<file path="src/rtl/divide_sequencer.sv">
// Plays a table of (divide, dwell) entries onto the clock divider's divide input.
//
//  state | meaning
//  ------+-----------------------------------------------------------------
//  IDLE  | divide held at IDLE_DIV; table writable; a valid start arms the
//        | entry-0 snapshot (pend_q) and RUN begins on the following edge
//  RUN   | current entry on divide; dwell counter counts down to 1, then the
//        | next entry is loaded (or wrap / finish / stop)
module divide_sequencer #(
    parameter int unsigned DEPTH    = 8,
    parameter int unsigned DWELL_W  = 32,
    parameter logic [31:0] IDLE_DIV = 32'd0
) (
    input  logic                       clk,
    input  logic                       reset_n,
    input  logic                       wr_en,
    input  logic [$clog2(DEPTH)-1:0]   wr_addr,
    input  logic [31:0]                wr_divide,
    input  logic [DWELL_W-1:0]         wr_dwell,
    input  logic [$clog2(DEPTH):0]     seq_len,
    input  logic                       loop,
    input  logic                       start,
    input  logic                       stop,
    output logic [31:0]                divide,
    output logic                       busy,
    output logic [$clog2(DEPTH)-1:0]   step_idx,
    output logic                       done,
    output logic                       err
);

    localparam int unsigned AW = $clog2(DEPTH);
    localparam logic [AW:0] DEPTH_L = (AW+1)'(DEPTH);

    typedef enum logic {S_IDLE, S_RUN} state_t;

    state_t             state_q, state_d;
    logic               pend_q, pend_d;
    logic [AW:0]        len_q, len_d;
    logic               loop_q, loop_d;
    logic [31:0]        pdiv_q, pdiv_d;
    logic [DWELL_W-1:0] pdw_q, pdw_d;
    logic [31:0]        div_q, div_d;
    logic [AW-1:0]      idx_q, idx_d;
    logic [DWELL_W-1:0] cnt_q, cnt_d;
    logic               done_q, done_d;
    logic               err_q, err_d;

    logic [31:0]        tbl_div [DEPTH];
    logic [DWELL_W-1:0] tbl_dw  [DEPTH];

    logic [AW-1:0]      idx_inc;
    logic               is_last;
    logic               len_ok;

    // A dwell of zero still shows the entry for one cycle.
    function automatic logic [DWELL_W-1:0] dwell_min1(input logic [DWELL_W-1:0] d);
        return (d == '0) ? DWELL_W'(1) : d;
    endfunction

    assign idx_inc = idx_q + AW'(1);
    assign is_last = ({1'b0, idx_q} == (len_q - (AW+1)'(1)));
    assign len_ok  = (seq_len != '0) && (seq_len <= DEPTH_L);

    // Table storage: writes only land while idle; no reset on the array.
    always_ff @(posedge clk) begin
        if (wr_en && (state_q == S_IDLE)) begin
            tbl_div[wr_addr] <= wr_divide;
            tbl_dw[wr_addr]  <= wr_dwell;
        end
    end

    // State and datapath registers.
    always_ff @(posedge clk or negedge reset_n) begin
        if (!reset_n) begin
            state_q <= S_IDLE;
            pend_q  <= 1'b0;
            len_q   <= '0;
            loop_q  <= 1'b0;
            pdiv_q  <= '0;
            pdw_q   <= '0;
            div_q   <= IDLE_DIV;
            idx_q   <= '0;
            cnt_q   <= '0;
            done_q  <= 1'b0;
            err_q   <= 1'b0;
        end else begin
            state_q <= state_d;
            pend_q  <= pend_d;
            len_q   <= len_d;
            loop_q  <= loop_d;
            pdiv_q  <= pdiv_d;
            pdw_q   <= pdw_d;
            div_q   <= div_d;
            idx_q   <= idx_d;
            cnt_q   <= cnt_d;
            done_q  <= done_d;
            err_q   <= err_d;
        end
    end

    // Next-state and next-datapath decisions.
    always_comb begin
        state_d = state_q;
        pend_d  = 1'b0;
        len_d   = len_q;
        loop_d  = loop_q;
        pdiv_d  = pdiv_q;
        pdw_d   = pdw_q;
        div_d   = div_q;
        idx_d   = idx_q;
        cnt_d   = cnt_q;
        done_d  = 1'b0;
        err_d   = 1'b0;
        case (state_q)
            S_IDLE: begin
                div_d = IDLE_DIV;
                idx_d = '0;
                cnt_d = '0;
                if (pend_q) begin
                    // Snapshot taken at the start edge, so a same-cycle write
                    // to entry 0 does not affect this run.
                    if (!stop) begin
                        state_d = S_RUN;
                        div_d   = pdiv_q;
                        cnt_d   = pdw_q;
                    end
                end else if (start && !stop) begin
                    if (len_ok) begin
                        pend_d = 1'b1;
                        len_d  = seq_len;
                        loop_d = loop;
                        pdiv_d = tbl_div[0];
                        pdw_d  = dwell_min1(tbl_dw[0]);
                    end else begin
                        err_d = 1'b1;
                    end
                end
            end
            S_RUN: begin
                err_d = wr_en;
                if (stop) begin
                    state_d = S_IDLE;
                    div_d   = IDLE_DIV;
                    idx_d   = '0;
                    cnt_d   = '0;
                end else if (cnt_q == DWELL_W'(1)) begin
                    if (!is_last) begin
                        idx_d = idx_inc;
                        div_d = tbl_div[idx_inc];
                        cnt_d = dwell_min1(tbl_dw[idx_inc]);
                    end else if (loop_q) begin
                        idx_d = '0;
                        div_d = tbl_div[0];
                        cnt_d = dwell_min1(tbl_dw[0]);
                    end else begin
                        state_d = S_IDLE;
                        div_d   = IDLE_DIV;
                        idx_d   = '0;
                        cnt_d   = '0;
                        done_d  = 1'b1;
                    end
                end else begin
                    cnt_d = cnt_q - DWELL_W'(1);
                end
            end
            default: state_d = S_IDLE;
        endcase
    end

    // Outputs: all come straight from flops so the divider sees clean steps.
    always_comb begin
        busy     = (state_q == S_RUN);
        divide   = div_q;
        step_idx = idx_q;
        done     = done_q;
        err      = err_q;
    end

endmodule

</file>
<file path="config.mk">
export PLATFORM = sky130hd
export DESIGN_NAME = divide_sequencer
export DESIGN_NICKNAME = d
export VERILOG_FILES = /design/src/rtl/divide_sequencer.sv
export SDC_FILE = /design/constraint.sdc
export NUM_CORES = 1
export LEC_CHECK = 0
export CAP_MARGIN = 20
export CELL_PAD_IN_SITES_DETAIL_PLACEMENT = 1
export CELL_PAD_IN_SITES_GLOBAL_PLACEMENT = 2
export CORE_MARGIN = 2
export CORE_UTILIZATION = 44
export DETAILED_ROUTE_END_ITERATION = 8
export PLACE_DENSITY = 0.9
export SYNTH_ARGS = -nofsm -noshare
export SYNTH_HDL_FRONTEND = slang
export SYNTH_SLANG_ARGS = --single-unit
</file>
<file path="constraint.sdc">
create_clock -name clk -period 8.7 [get_ports clk]
set_input_delay 1.305 -clock clk [delete_from_list [all_inputs] [get_ports clk]]
set_output_delay 1.305 -clock clk [all_outputs]
set_load 0.005 [all_outputs]
</file>
After elaboration in Yosys (flattened, before gate mapping). Memory sizes are Yosys's and may differ from the RTL's. Cells that the tools add are included.

Flip-flop bits (word level): 140. Memories: 2. Output and inout port bits: 38. Bits of input ports: 77. Word-level logic and storage cells: 72. RAM bits: 512.

Bitwise gates (word level): 2. Order comparisons: 1. Equal/unequal tests: 3. $add $sub $neg: 3. Reductions and logical operators: 8. Muxes and demuxes: 42.

Memories: tbl_div (words 8, bits a word 32, read ports 2, clocked after memory_dff 0, wr ports 1, line 48) `logic [31:0] tbl_div [DEPTH];`; tbl_dw (words 8, bits a word 32, read ports 2, clocked after memory_dff 0, wr ports 1, line 49) `logic [DWELL_W-1:0] tbl_dw [DEPTH];`.

Operator list (number): 2-to-1 mux 32 bit (14); one-hot mux 32 bit (2 select lines) (2); zero test 32 bit (2); equality test 32 x 1 -> 1 bit (second input constant) (1); subtractor 32 x 1 -> 32 bit (second input constant) (1); 2-to-1 mux 1 bit (20); 2-to-1 mux 3 bit (3); one-hot mux 3 bit (2 select lines) (1); equality test 3 x 4 -> 1 bit (1); <= comparator 4 bit (second input constant) (1); one-hot mux 1 bit (2 select lines) (2); AND reduction 4 bit (1); nonzero test 4 bit (1); subtractor 4 x 1 -> 4 bit (second input constant) (1); adder 3 x 1 -> 3 bit (second input constant) (1); logical AND 1 bit (3); != test 3 x 2 -> 1 bit (second input constant) (1); inverter 1 bit (2); zero test 1 bit (1).

Depth between registers and ports, before layout. Gate-level depths: netlist of run 1. An unclocked memory read counts as a cell.

Word-level depth: 8. Mapped depth: 11.

Least setup slack after synthesis of run 1. No wires, ideal clock.

Path kind: input to register. From: input wr_addr[0]. To: memory tbl_div[2][0], enable pin. Library setup time: 651 ps. Data arrival time: 7584 ps. Setup slack: 465 ps. Stages: 1. Path through: nor4_1.

RTL lines: start, declared (line 17) `input logic [$clog2(DEPTH)-1:0] wr_addr,`; end, declared (line 48).

No word-level cell before the write port.

Final worst setup path of run 1.
From: register idx_q[0], in the netlist step_idx[0]. To: register cnt_q[0].

Cells in the longest elaborated chain, start to end: 8. Elaborated cells on any way between the ends: 9. Classes of those cells: 1 x add/sub; 1 x eq/ne; 5 x mux; 1 x reduce/logical; 1 x memory.

RTL lines: start, declared (line 43) `logic [AW-1:0] idx_q, idx_d;`; start signal, assigned (line 94) `idx_q <= idx_d;`; adder 3 x 1 -> 3 bit (line 60) `assign idx_inc = idx_q + AW'(1);`; memory read (8 x 32 bit); zero test 32 bit (line 57) `return (d == '0) ? DWELL_W'(1) : d;`; 2-to-1 mux 32 bit (line 57); 2-to-1 mux 32 bit (*) (line 147) `if (!is_last) begin`; 2-to-1 mux 32 bit (*) (line 146) `end else if (cnt_q == DWELL_W'(1)) begin`; 2-to-1 mux 32 bit (*) (line 141) `if (stop) begin`; one-hot mux 32 bit (2 select lines) (*) (line 114) `case (state_q)`; named net cnt_d[0] (line 44) `logic [DWELL_W-1:0] cnt_q, cnt_d;`; end signal, assigned (line 95) `cnt_q <= cnt_d;`; end, declared (line 44).

The timed path passes the listed nets; every way through them passes the cells marked *. A chain may end at the register's enable or synchronous reset.

==> results of run 1 <==
==> power breakdown <==
part / internal, W / switching [W]
combinational: 0.000211 / 0.000421
sequential: 0.00351 / 0.0000789
clock: 0.00156 / 0.00121
total: 0.00528 / 0.00171
==> kinds of logic after synthesis <==
| logic type | synth area share |
|---|---|
| AOI/OAI and AO/OA | 0.04278 |
| xor gates and xnor gates | 0.008725 |
| adders and majority gates | 0.001781 |
| buffers and inverters | 0.02297 |
| DFF | 0.6717 |
| muxes | 0.1101 |
| and+or+nand+nor | 0.1420 |
==> area by class of cell <==
cell class,count,area [µm²],area share
flip-flops and latches,652,18880,0.5860
multi-input cells,1208,8673,0.2692
clock buffers,88,1797,0.05576
repair buffers,152,1500,0.04655
well taps,846,1059,0.03285
clock inverters,34,279.0,0.008659
inverters,5,18.77,0.0005824
diodes,6,15.01,0.0004659
==> synthesized netlist by cell type, types with 20 or more instances <==
cell and count:
a21oi_1 43, buf_1 20, clkbuf_1 118, dfrtp_1 140, edfxtp_1 512, mux2_2 33, mux2i_1 128, mux4_2 64
nand2_1 260, nand3_1 63, nand3b_1 68, nand4_1 44, nor2_1 56, nor3_1 80, nor3b_1 130, nor4_1 20
o211ai_1 25, o21ai_0 104
==> layer usage <==
metal / track usage / vias to the layer above / part of all wire
li1: - / 7798 / -
met1: 0.2985 / 9291 / 0.42
met2: 0.3893 / 543 / 0.50
met3: 0.03005 / 140 / 0.049
met4: 0.09512 / 0 / 0.031
met5: 0 / - / 0
==> through the flow <==
step | std cells | total power [W] | area, µm² | hold slack (ps) | utilization
floorplan | 2021 | 0.004007 | 28110 | 445.6 | -
global placement | 2860 | 0.004239 | 30050 | 457.5 | 0.4764
detailed placement | 2860 | 0.004276 | 30050 | 462.3 | 0.4764
CTS | 2982 | 0.007034 | 32130 | 472.3 | 0.5093
global route | 2990 | 0.007222 | 32220 | 494.8 | 0.5108
finish | 2991 | 0.006989 | 32220 | 471.7 | 0.5109
==> sequential cells by signal (all words and copies together), names as in the netlist <==
name / count
cnt_q: 32
pend_q: 1
done: 1
tbl_div: 256
len_q: 4
loop_q: 1
divide: 32
pdw_q: 32
step_idx: 3
busy: 1
tbl_dw: 256
pdiv_q: 32
err: 1
==> layout by cell type, fill, tap and decap left out, drive strengths merged, types with 56 or more instances in the layout <==
cell / Yosys / layout
mux2i: 128 / 128
nor3b: 130 / 130
o21ai: 104 / 104
dfrtp: 140 / 140
edfxtp: 512 / 512
nand3b: 68 / 68
nor2: 56 / 56
clkdlybuf4s50: 0 / 113
nand3: 63 / 63
mux4: 64 / 64
nor3: 81 / 81
nand2: 260 / 260
clkbuf: 119 / 88
==> critical path, delay by kind of cell, from the launching register on <==
kind	cells	cell delay, ps
compound gates	2	440
xor+xnor	1	150
fa+ha+maj	1	260
buf+inv	2	1390
flops	1	960
mux	1	420
simple gates	3	700
==> how the worst min path moves through the flow <==
stage                           start                     end  slack, ps
6_report        pdw_q[16]$_DFFE_PN0P_     cnt_q[16]$_DFF_PN0_        470
5_1_grt         pdw_q[16]$_DFFE_PN0P_     cnt_q[16]$_DFF_PN0_        490
4_1_cts         pdw_q[16]$_DFFE_PN0P_     cnt_q[16]$_DFF_PN0_        470
3_5_place_dp   pdiv_q[26]$_DFFE_PN0P_  pdiv_q[26]$_DFFE_PN0P_        460
3_3_place_gp   pdiv_q[12]$_DFFE_PN0P_  pdiv_q[12]$_DFFE_PN0P_        460
2_1_floorplan   pdiv_q[0]$_DFFE_PN0P_   pdiv_q[0]$_DFFE_PN0P_        450
==> results.py, run 1 <==
metrics = {
    "route": {
        "vias_per_cell": 5.942,
        "postRouteWirelength_um": 75420,
        "wl_per_cell_um": 25.21,
        "detail_route.first_pass.iterations": 7,
        "drc": 0,
        "drt-initial-drc-count": 1457,
        "routed-via-count": 17772,
        "route.antenna.remaining_nets": 0,
    },
    "sta": {
        "layout_worst_path_cycle_share": 0.5330,
        "max_freq_mhz": 215.6,
        "tightestPinTransition_ps": 1103,
        "setup-tns-final_ps": 0,
        "clock-skew-final_ps": 44.17,
        "timing.final.crit_period_ps": 4638,
        "count_of_endpoints_failing_setup_in_the_final_report": 0,
        "timing.final.max_slew_violations": 0,
        "setup_slack_ps": 4062,
        "report.final.hold_viol_count": 0,
        "rsz_0062_raised_after_global_routing": "false",
        "maxSlewHeadroom": 0.2647,
    },
    "setup_path": {
        "timing.reg2reg.worst_path_depth": 10,
        "worstSetupStartpointType": "flop",
        "critPathCapture": "cnt_q[0]$_DFF_PN0_",
        "crit-reg2reg-launch": "step_idx[0]$_DFFE_PN0P_",
        "arrival_ps": 5110,
        "required_ps": 9180,
        "timing.rr.end": "cnt_q[0]$_DFF_PN0_",
        "cp_cell_sequence": "ha_4 > xnor2_2 > buf_12 > buf_4 > mux2_2 > nand4_1 > nand4_1 > nor4_1 > a21oi_1 > o41ai_1",
        "cpMaxStageDelayCell": "dfrtp_4",
        "max_stage_delay_ps": 960,
        "cp_max_fo": 93,
        "critical_path_class": "reg -> reg",
        "critical_path.endpoint_type": "flop",
        "rrSetupSlack_ps": 4060,
        "cp-startpoint": "step_idx[0]$_DFFE_PN0P_",
        "critPathMostFrequentCell": "nand4_1",
    },
    "synthesis": {
        "asyncSetResetFlopFracSynth": 0.2147,
        "netlist.area_leader.share": 0.5470,
        "synth_seq_area_share": 0.6717,
        "synth_edf_count": 512,
        "primary_flip_flop_cell_chosen_by_synthesis_mapping": "edfxtp_1",
        "yosysUniqueCellTypes": 50,
        "syn-num-nets": 2102,
        "synthesis.area_per_instance_um2": 13.91,
        "cells_taking_the_most_area_after_synthesis": "edfxtp_1, dfrtp_1, mux4_2",
        "syn-instance-count": 2021,
        "mappedNetlistArea_mm2": 0.02811,
        "yosysTopAreaCell": "edfxtp_1",
        "synth-seq-cells": 652,
        "synth_warnings": 0,
    },
    "status": {
        "status": "complete, no violations",
    },
    "placement": {
        "gp_routability_congestion": 0.7768,
        "post-dp-hpwl_um": 42810,
        "place.port_buffers": 114,
        "dp_worst_setup_slack_ps": 4041,
    },
    "final_layout": {
        "layout-area-overhead-vs-synth_pct": 14.65,
        "final_nets": 2167,
        "layout-drive-gt1-share": 0.1169,
        "final.fill_count": 6229,
    },
    "floorplan": {
        "placementRows": 92,
        "floorplan.core_area_mm2": 0.06308,
        "die_width_um": 256.7,
        "initial_core_util": 0.4456,
        "floorplan.die_area_mm2": 0.06592,
        "io_pins": 115,
        "die_h_um": 256.7,
    },
    "clock_network": {
        "clock-root-buffer": "clkbuf_16",
        "worst_setup_hold_path_clk_slew_ps": 60,
        "cts-root-to-sink-buffers": 3,
        "cts_tree": "done",
        "worst_skew_pair.late_latency_ps": 630,
        "cts.repair.resized": 0,
        "htreeDepth": 3,
        "cts_hold_buffers": 0,
        "cts.sink_count": 652,
        "cts_buffers": 67,
        "total_setup_buffers_inserted_after_cts": 0,
    },
    "global_route": {
        "antenna_found_initial": 5,
        "grt_start_max_net_pins": 122,
        "track_usage": 0.2295,
        "first_global_vias": 19190,
        "grt.overflow.total": 0,
        "grt_pass1_wl_um": 115900,
    },
    "power": {
        "power.static_leakage_nw": 11.69,
        "vdd_drop_max_mv": 0.1384,
        "power_density_mw_per_mm2": 216.9,
    },
    "job": {
        "timing.max_cap.violations": 0,
    },
    "min_path": {
        "hold_path.class": "reg -> reg",
        "worstHoldPathCells": 2,
    },
}
Power figures use the tool's default switching activity.
==> run 2, diff against run 1 <==
--- a/config.mk
+++ b/config.mk
@@ -9,9 +9,9 @@
 export CELL_PAD_IN_SITES_DETAIL_PLACEMENT = 1
 export CELL_PAD_IN_SITES_GLOBAL_PLACEMENT = 2
 export CORE_MARGIN = 2
-export CORE_UTILIZATION = 44
+export CORE_UTILIZATION = 40
 export DETAILED_ROUTE_END_ITERATION = 8
-export PLACE_DENSITY = 0.9
+export PLACE_DENSITY = 0.86
 export SYNTH_ARGS = -nofsm -noshare
 export SYNTH_HDL_FRONTEND = slang
 export SYNTH_SLANG_ARGS = --single-unit
==> constraint.sdc (replaced) <==
create_clock -name clk -period 4.2 [get_ports clk]
set_input_delay 0.63 -clock clk [delete_from_list [all_inputs] [get_ports clk]]
set_output_delay 0.63 -clock clk [all_outputs]
set_load 0.005 [all_outputs]
==> run 2 against run 1 <==
Clock skew is 26 ps lower. Via count decreased by 0.77%. Hold slack lost 360 ps.
==> results.py, run 2 (synthesis results as in run 1) <==
metrics = {
    "status": {
        "status": "complete, no violations",
    },
    "route": {
        "vias_per_cell": 5.676,
        "highest_layer": "met4",
        "met3RoutedLength_um": 3308,
        "detail_route.first_pass.iterations": 5,
        "wl_per_cell_um": 24.50,
        "routed-wl-met2_um": 39530,
        "routed-via-count": 17636,
        "routedLengthMet1_um": 31110,
        "route.antenna.remaining_nets": 0,
        "drc": 0,
        "postRouteWirelength_um": 76110,
        "drt-initial-drc-count": 1320,
    },
    "floorplan": {
        "die_h_um": 269.1,
        "io_pins": 115,
        "initial_core_util": 0.4028,
        "placementRows": 97,
        "die_width_um": 269.1,
        "floorplan.core_area_mm2": 0.06979,
        "floorplan.die_area_mm2": 0.07240,
    },
    "setup_path": {
        "worstSetupStartpointType": "flop",
        "cpMaxStageDelayCell": "buf_12",
        "cp_cell_sequence": "buf_12 > buf_12 > xnor2_1 > nor4_2 > buf_12 > nor2_1 > a311oi_1 > a211oi_1 > a22o_1",
        "cp-startpoint": "step_idx[0]$_DFFE_PN0P_",
        "rrSetupSlack_ps": 600,
        "required_ps": 4690,
        "cp_max_fo": 159,
        "critical_path_class": "reg -> reg",
        "crit-reg2reg-launch": "step_idx[0]$_DFFE_PN0P_",
        "max_stage_delay_ps": 570,
        "critical_path.endpoint_type": "flop",
        "timing.rr.end": "cnt_q[31]$_DFF_PN0_",
        "critPathMostFrequentCell": "buf_12",
        "arrival_ps": 4090,
        "timing.reg2reg.worst_path_depth": 9,
    },
    "global_route": {
        "grt_pass1_wl_um": 115900,
        "track_usage": 0.2132,
        "first_global_vias": 18882,
        "antenna_found_initial": 5,
        "grt.overflow.total": 0,
        "grt_start_max_net_pins": 160,
    },
    "clock_network": {
        "cts_tree": "done",
        "cts-root-to-sink-buffers": 3,
        "worst_skew_pair.late_latency_ps": 600,
        "total_setup_buffers_inserted_after_cts": 0,
        "cts_buffers": 71,
        "worst_setup_hold_path_clk_slew_ps": 60,
        "htreeDepth": 3,
        "cts.repair.resized": 0,
        "cts.sink_count": 652,
        "clock-root-buffer": "clkbuf_16",
        "cts_hold_buffers": 0,
    },
    "final_layout": {
        "layout-area-overhead-vs-synth_pct": 16.64,
        "leading_cell_type_in_the_layout_fill_and_taps_excluded": "edfxtp_1",
        "layout-drive-gt1-share": 0.1254,
        "post_layout_instance_area_mm2": 0.03278,
        "largestRegisters": "tbl_div (256), tbl_dw (256)",
        "fin_util": 0.4698,
        "final_nets": 2186,
        "top_library_cells_by_usage_in_the_layout_fill_and_taps_aside": "edfxtp_1, nand2_1, dfrtp_1",
        "final.fill_count": 6909,
    },
    "job": {
        "timing.max_cap.violations": 0,
    },
    "power": {
        "power.static_leakage_nw": 11.87,
        "power_density_mw_per_mm2": 452.3,
        "pwr-share-comb": 0.089,
        "swShare": 0.2397,
        "internal_pwr_total_w": 0.01127,
        "power_switching_w": 0.003554,
        "p_seq_frac": 0.503,
        "power_frac_clock": 0.408,
        "vdd_drop_max_mv": 0.3377,
    },
    "placement": {
        "gp_routability_congestion": 0.7995,
        "placed_cell_area_mm2": 0.03052,
        "place.port_buffers": 114,
        "post-dp-hpwl_um": 43940,
    },
    "sta": {
        "layout_worst_path_cycle_share": 0.8573,
        "clock-skew-final_ps": 17.85,
        "tightestPinTransition_ps": 1117,
        "count_of_endpoints_failing_setup_in_the_final_report": 0,
        "maxSlewHeadroom": 0.2556,
        "rsz_0062_raised_after_global_routing": "false",
        "max_freq_mhz": 277.7,
        "timing.final.crit_period_ps": 3601,
        "report.final.hold_viol_count": 0,
        "timing.final.max_slew_violations": 0,
    },
    "min_path": {
        "hold_path.class": "in -> async",
    },
}
[run 2: routing by layer]
metal / vias to the layer above / global-route usage
li1: 7827 / -
met1: 9247 / 0.2668
met2: 420 / 0.3738
met3: 142 / 0.02977
met4: 0 / 0.08363
met5: - / 0
[run 2: area by class of cell]
cell class	count	area (µm²)	area share
sequential	652	18880	0.5760
multi-input combinational	1208	8707	0.2656
clock buffer	105	1984	0.06053
timing repair buffer	167	1753	0.05347
tap	940	1176	0.03588
clock inverter	24	246.5	0.007519
inverter	5	18.77	0.0005725
antenna	6	15.01	0.0004580
[run 2: how the worst max path moves through the flow]
| stage | to | cells past startpoint |
|---|---|---|
| CTS | cnt_q[31]$_DFF_PN0_ | 9 |
| global route | cnt_q[0]$_DFF_PN0_ | 8 |
| global placement | cnt_q[0]$_DFF_PN0_ | 9 |
| finish | cnt_q[31]$_DFF_PN0_ | 9 |
| detailed placement | cnt_q[31]$_DFF_PN0_ | 9 |
| floorplan | tbl_div[2][0]$_DFFE_PP_ | 1 |
[run 2: power groups by stage]
stage	registers, W	logic [W]	clock network [W]
global route	0.00749	0.00146	0.00641
finish	0.00746	0.00132	0.00604
detailed placement	0.00761	0.00127	0
floorplan	0.00752	0.000771	0
global placement	0.00759	0.00122	0
CTS	0.00749	0.00129	0.00617
[run 2: metrics by stage]
| stage | setup WS [ps] | setup TNS, ps | hold slack [ps] | power [W] | cells |
|---|---|---|---|---|---|
| after detailed placement | 700.9 | 0 | 462.5 | 0.008889 | 2971 |
| after CTS | 660.1 | 0 | 138.9 | 0.01495 | 3100 |
| after global routing | 395.4 | 0 | 158.3 | 0.01535 | 3106 |
| final | 599.3 | 0 | 114.8 | 0.01483 | 3107 |
| after global placement | 947.5 | 0 | 457.0 | 0.008809 | 2971 |
| after floorplan | -566.3 | -36240 | 334.4 | 0.008296 | 2021 |
[run 2: critical path, delay by kind of cell, from the launching register on]
kind            cells  cell delay (ps)
buf+inv             3             1400
compound gates      3              620
simple gates        2              550
flops               1              440
xor+xnor            1              180
==> run 3, diff against run 2 <==
--- a/config.mk
+++ b/config.mk
@@ -8,10 +8,11 @@
 export CAP_MARGIN = 20
 export CELL_PAD_IN_SITES_DETAIL_PLACEMENT = 1
 export CELL_PAD_IN_SITES_GLOBAL_PLACEMENT = 2
-export CORE_MARGIN = 2
-export CORE_UTILIZATION = 40
+export CORE_MARGIN = 5
+export CORE_UTILIZATION = 46
 export DETAILED_ROUTE_END_ITERATION = 8
-export PLACE_DENSITY = 0.86
+export DONT_BUFFER_PORTS = 1
+export PLACE_DENSITY = 0.89
 export SYNTH_ARGS = -nofsm -noshare
 export SYNTH_HDL_FRONTEND = slang
 export SYNTH_SLANG_ARGS = --single-unit
==> constraint.sdc (replaced) <==
create_clock -name clk -period 3.55 [get_ports clk]
set_input_delay 0.5325 -clock clk [delete_from_list [all_inputs] [get_ports clk]]
set_output_delay 0.5325 -clock clk [all_outputs]
set_load 0.005 [all_outputs]
==> run 3 against run 2 <==
The run now ends with negative hold slack left. Total power increased by 18%. First-iteration DRC count rose by 15%. Sequential power rose by 19%. Register-to-register slack worse by 340 ps. Final cell count down 6.6%. Design area shrank 1.6%. Sequential cell count unchanged. Clock power increased by 19%. Global-route usage up 1.7 points. Largest power group unchanged. Highest routed layer is now met5.
==> results.py, run 3 (synthesis results as in run 1) <==
metrics = {
    "clock_network": {
        "cts_hold_buffers": 66,
        "htreeDepth": 3,
        "cts-root-to-sink-buffers": 3,
        "cts_buffers": 70,
        "worst_setup_hold_path_clk_slew_ps": 60,
        "cts.sink_count": 652,
        "worst_skew_pair.late_latency_ps": 630,
        "cts_tree": "done",
        "clock-root-buffer": "clkbuf_16",
    },
    "setup_path": {
        "required_ps": 4040,
        "critical_path_class": "reg -> reg",
        "arrival_ps": 3780,
        "critical_path.endpoint_type": "flop",
        "cp_max_fo": 163,
        "cp-startpoint": "step_idx[0]$_DFFE_PN0P_",
        "worstSetupStartpointType": "flop",
        "crit-reg2reg-launch": "step_idx[0]$_DFFE_PN0P_",
    },
    "route": {
        "detail_route.first_pass.iterations": 5,
        "routed-via-count": 17671,
        "drt-initial-drc-count": 1524,
        "vias_per_cell": 6.089,
        "postRouteWirelength_um": 77060,
        "route.antenna.remaining_nets": 0,
        "wl_per_cell_um": 26.55,
        "drc": 0,
    },
    "sta": {
        "count_of_endpoints_failing_setup_in_the_final_report": 0,
        "setup-tns-final_ps": 0,
        "tightestPinTransition_ps": 1067,
        "report.final.hold_viol_count": 140,
        "rsz_0062_raised_after_global_routing": "false",
        "max_freq_mhz": 304.3,
        "maxSlewHeadroom": 0.2862,
        "timing.final.max_slew_violations": 0,
        "final.hold.worst_slack_ps": -382.2,
        "clock-skew-final_ps": 22.71,
        "layout_worst_path_cycle_share": 0.9256,
        "timing.final.crit_period_ps": 3286,
    },
    "min_path": {
        "hold_path.class": "in -> async",
    },
    "placement": {
        "gp_routability_congestion": 0.8060,
        "post-dp-hpwl_um": 42470,
        "place.port_buffers": 0,
        "post-place-cells": 2703,
    },
    "global_route": {
        "antenna_found_initial": 4,
        "grt_pass1_wl_um": 118600,
        "grt.overflow.total": 0,
        "track_usage": 0.2306,
        "grt_start_max_net_pins": 164,
        "first_global_vias": 19128,
    },
    "final_layout": {
        "leading_cell_type_in_the_layout_fill_and_taps_excluded": "edfxtp_1",
        "top_library_cells_by_usage_in_the_layout_fill_and_taps_aside": "edfxtp_1, nand2_1, dfrtp_1",
        "instances_no_fill": 2902,
        "largestRegisters": "tbl_div (256), tbl_dw (256)",
        "layout-area-overhead-vs-synth_pct": 14.73,
        "layout-drive-gt1-share": 0.1318,
        "final_nets": 2141,
    },
    "floorplan": {
        "initial_core_util": 0.4648,
        "floorplan.die_area_mm2": 0.06615,
        "floorplan.core_area_mm2": 0.06047,
        "die_h_um": 257.2,
        "die_width_um": 257.2,
        "io_pins": 115,
        "placementRows": 90,
    },
    "status": {
        "status": "finished with violations",
        "failed_checks": "negative hold slack",
    },
    "power": {
        "power_density_mw_per_mm2": 541.5,
        "power.static_leakage_nw": 11.76,
        "vdd_drop_max_mv": 0.4131,
    },
    "job": {
        "timing.max_cap.violations": 0,
    },
}
-- run 3: stage by stage --
step	instance area (µm²)	hold slack, ps	util	total power (W)	worst slack, ps
after floorplan	28160	236.9	-	0.009815	-606.4
after global placement	29300	262.0	0.4845	0.01020	300.7
after detailed placement	29300	262.0	0.4845	0.01027	155.3
after CTS	32220	-408.1	0.5328	0.01758	40.39
after global routing	32250	-409.5	0.5333	0.01812	66.12
final	32250	-382.2	0.5333	0.01746	264.0
-- run 3: per-layer routing --
layer / global-route usage / vias up / wire length [µm]
met5: 0 / - / 13
met4: 0.07545 / 2 / 1848
met3: 0.04069 / 114 / 4286
met2: 0.3999 / 500 / 39060
met1: 0.2965 / 9294 / 31850
li1: - / 7761 / -
-- run 3: cell type report --
class | count | area, µm²
Fill cell | 5729 | 28220
Sequential cell | 652 | 18880
Multi-Input combinational cell | 1208 | 8713
Clock buffer | 99 | 1972
Timing Repair Buffer | 123 | 1388
Tap cell | 782 | 978.4
Clock inverter | 30 | 287.8
Inverter | 5 | 18.77
Antenna cell | 3 | 7.507
-- run 3: power breakdown --
group / leakage [nW] / switching [W] / internal (W) / total (W)
sequential: 6.48 / 0.000244 / 0.00861 / 0.00885
clock: 1.10 / 0.00305 / 0.00414 / 0.00719
combinational: 4.18 / 0.000932 / 0.000488 / 0.00142
-- run 3: final timing paths --
kind,endpoint,slack (ps),depth (start not counted)
worst max-delay path,cnt_q[31]$_DFF_PN0_,260,8
worst min-delay path,divide[9]$_DFFE_PN0P_,-380,0
worst max register to register,cnt_q[31]$_DFF_PN0_,260,8
worst min register to register,pdw_q[2]$_DFFE_PN0P_,470,2
max in group asynchronous,pdiv_q[25]$_DFFE_PN0P_,3680,0
min in group clk,loop_q$_DFFE_PN0P_,30,2
-- run 3: timing repair --
action,CTS,global route
endpoints found under the setup margin,0,2
resized for setup,0,2
hold endpoints to repair,654,140
setup buffers,0,1
-- run 3: critical path: stages (launching register included) --
cell	delay (ps)
dfrtp_4	470
buf_16	510
xnor2_1	200
nor4_2	420
buf_12	450
nor2_1	200
a311oi_1	340
a211oi_1	80
a22o_1	200
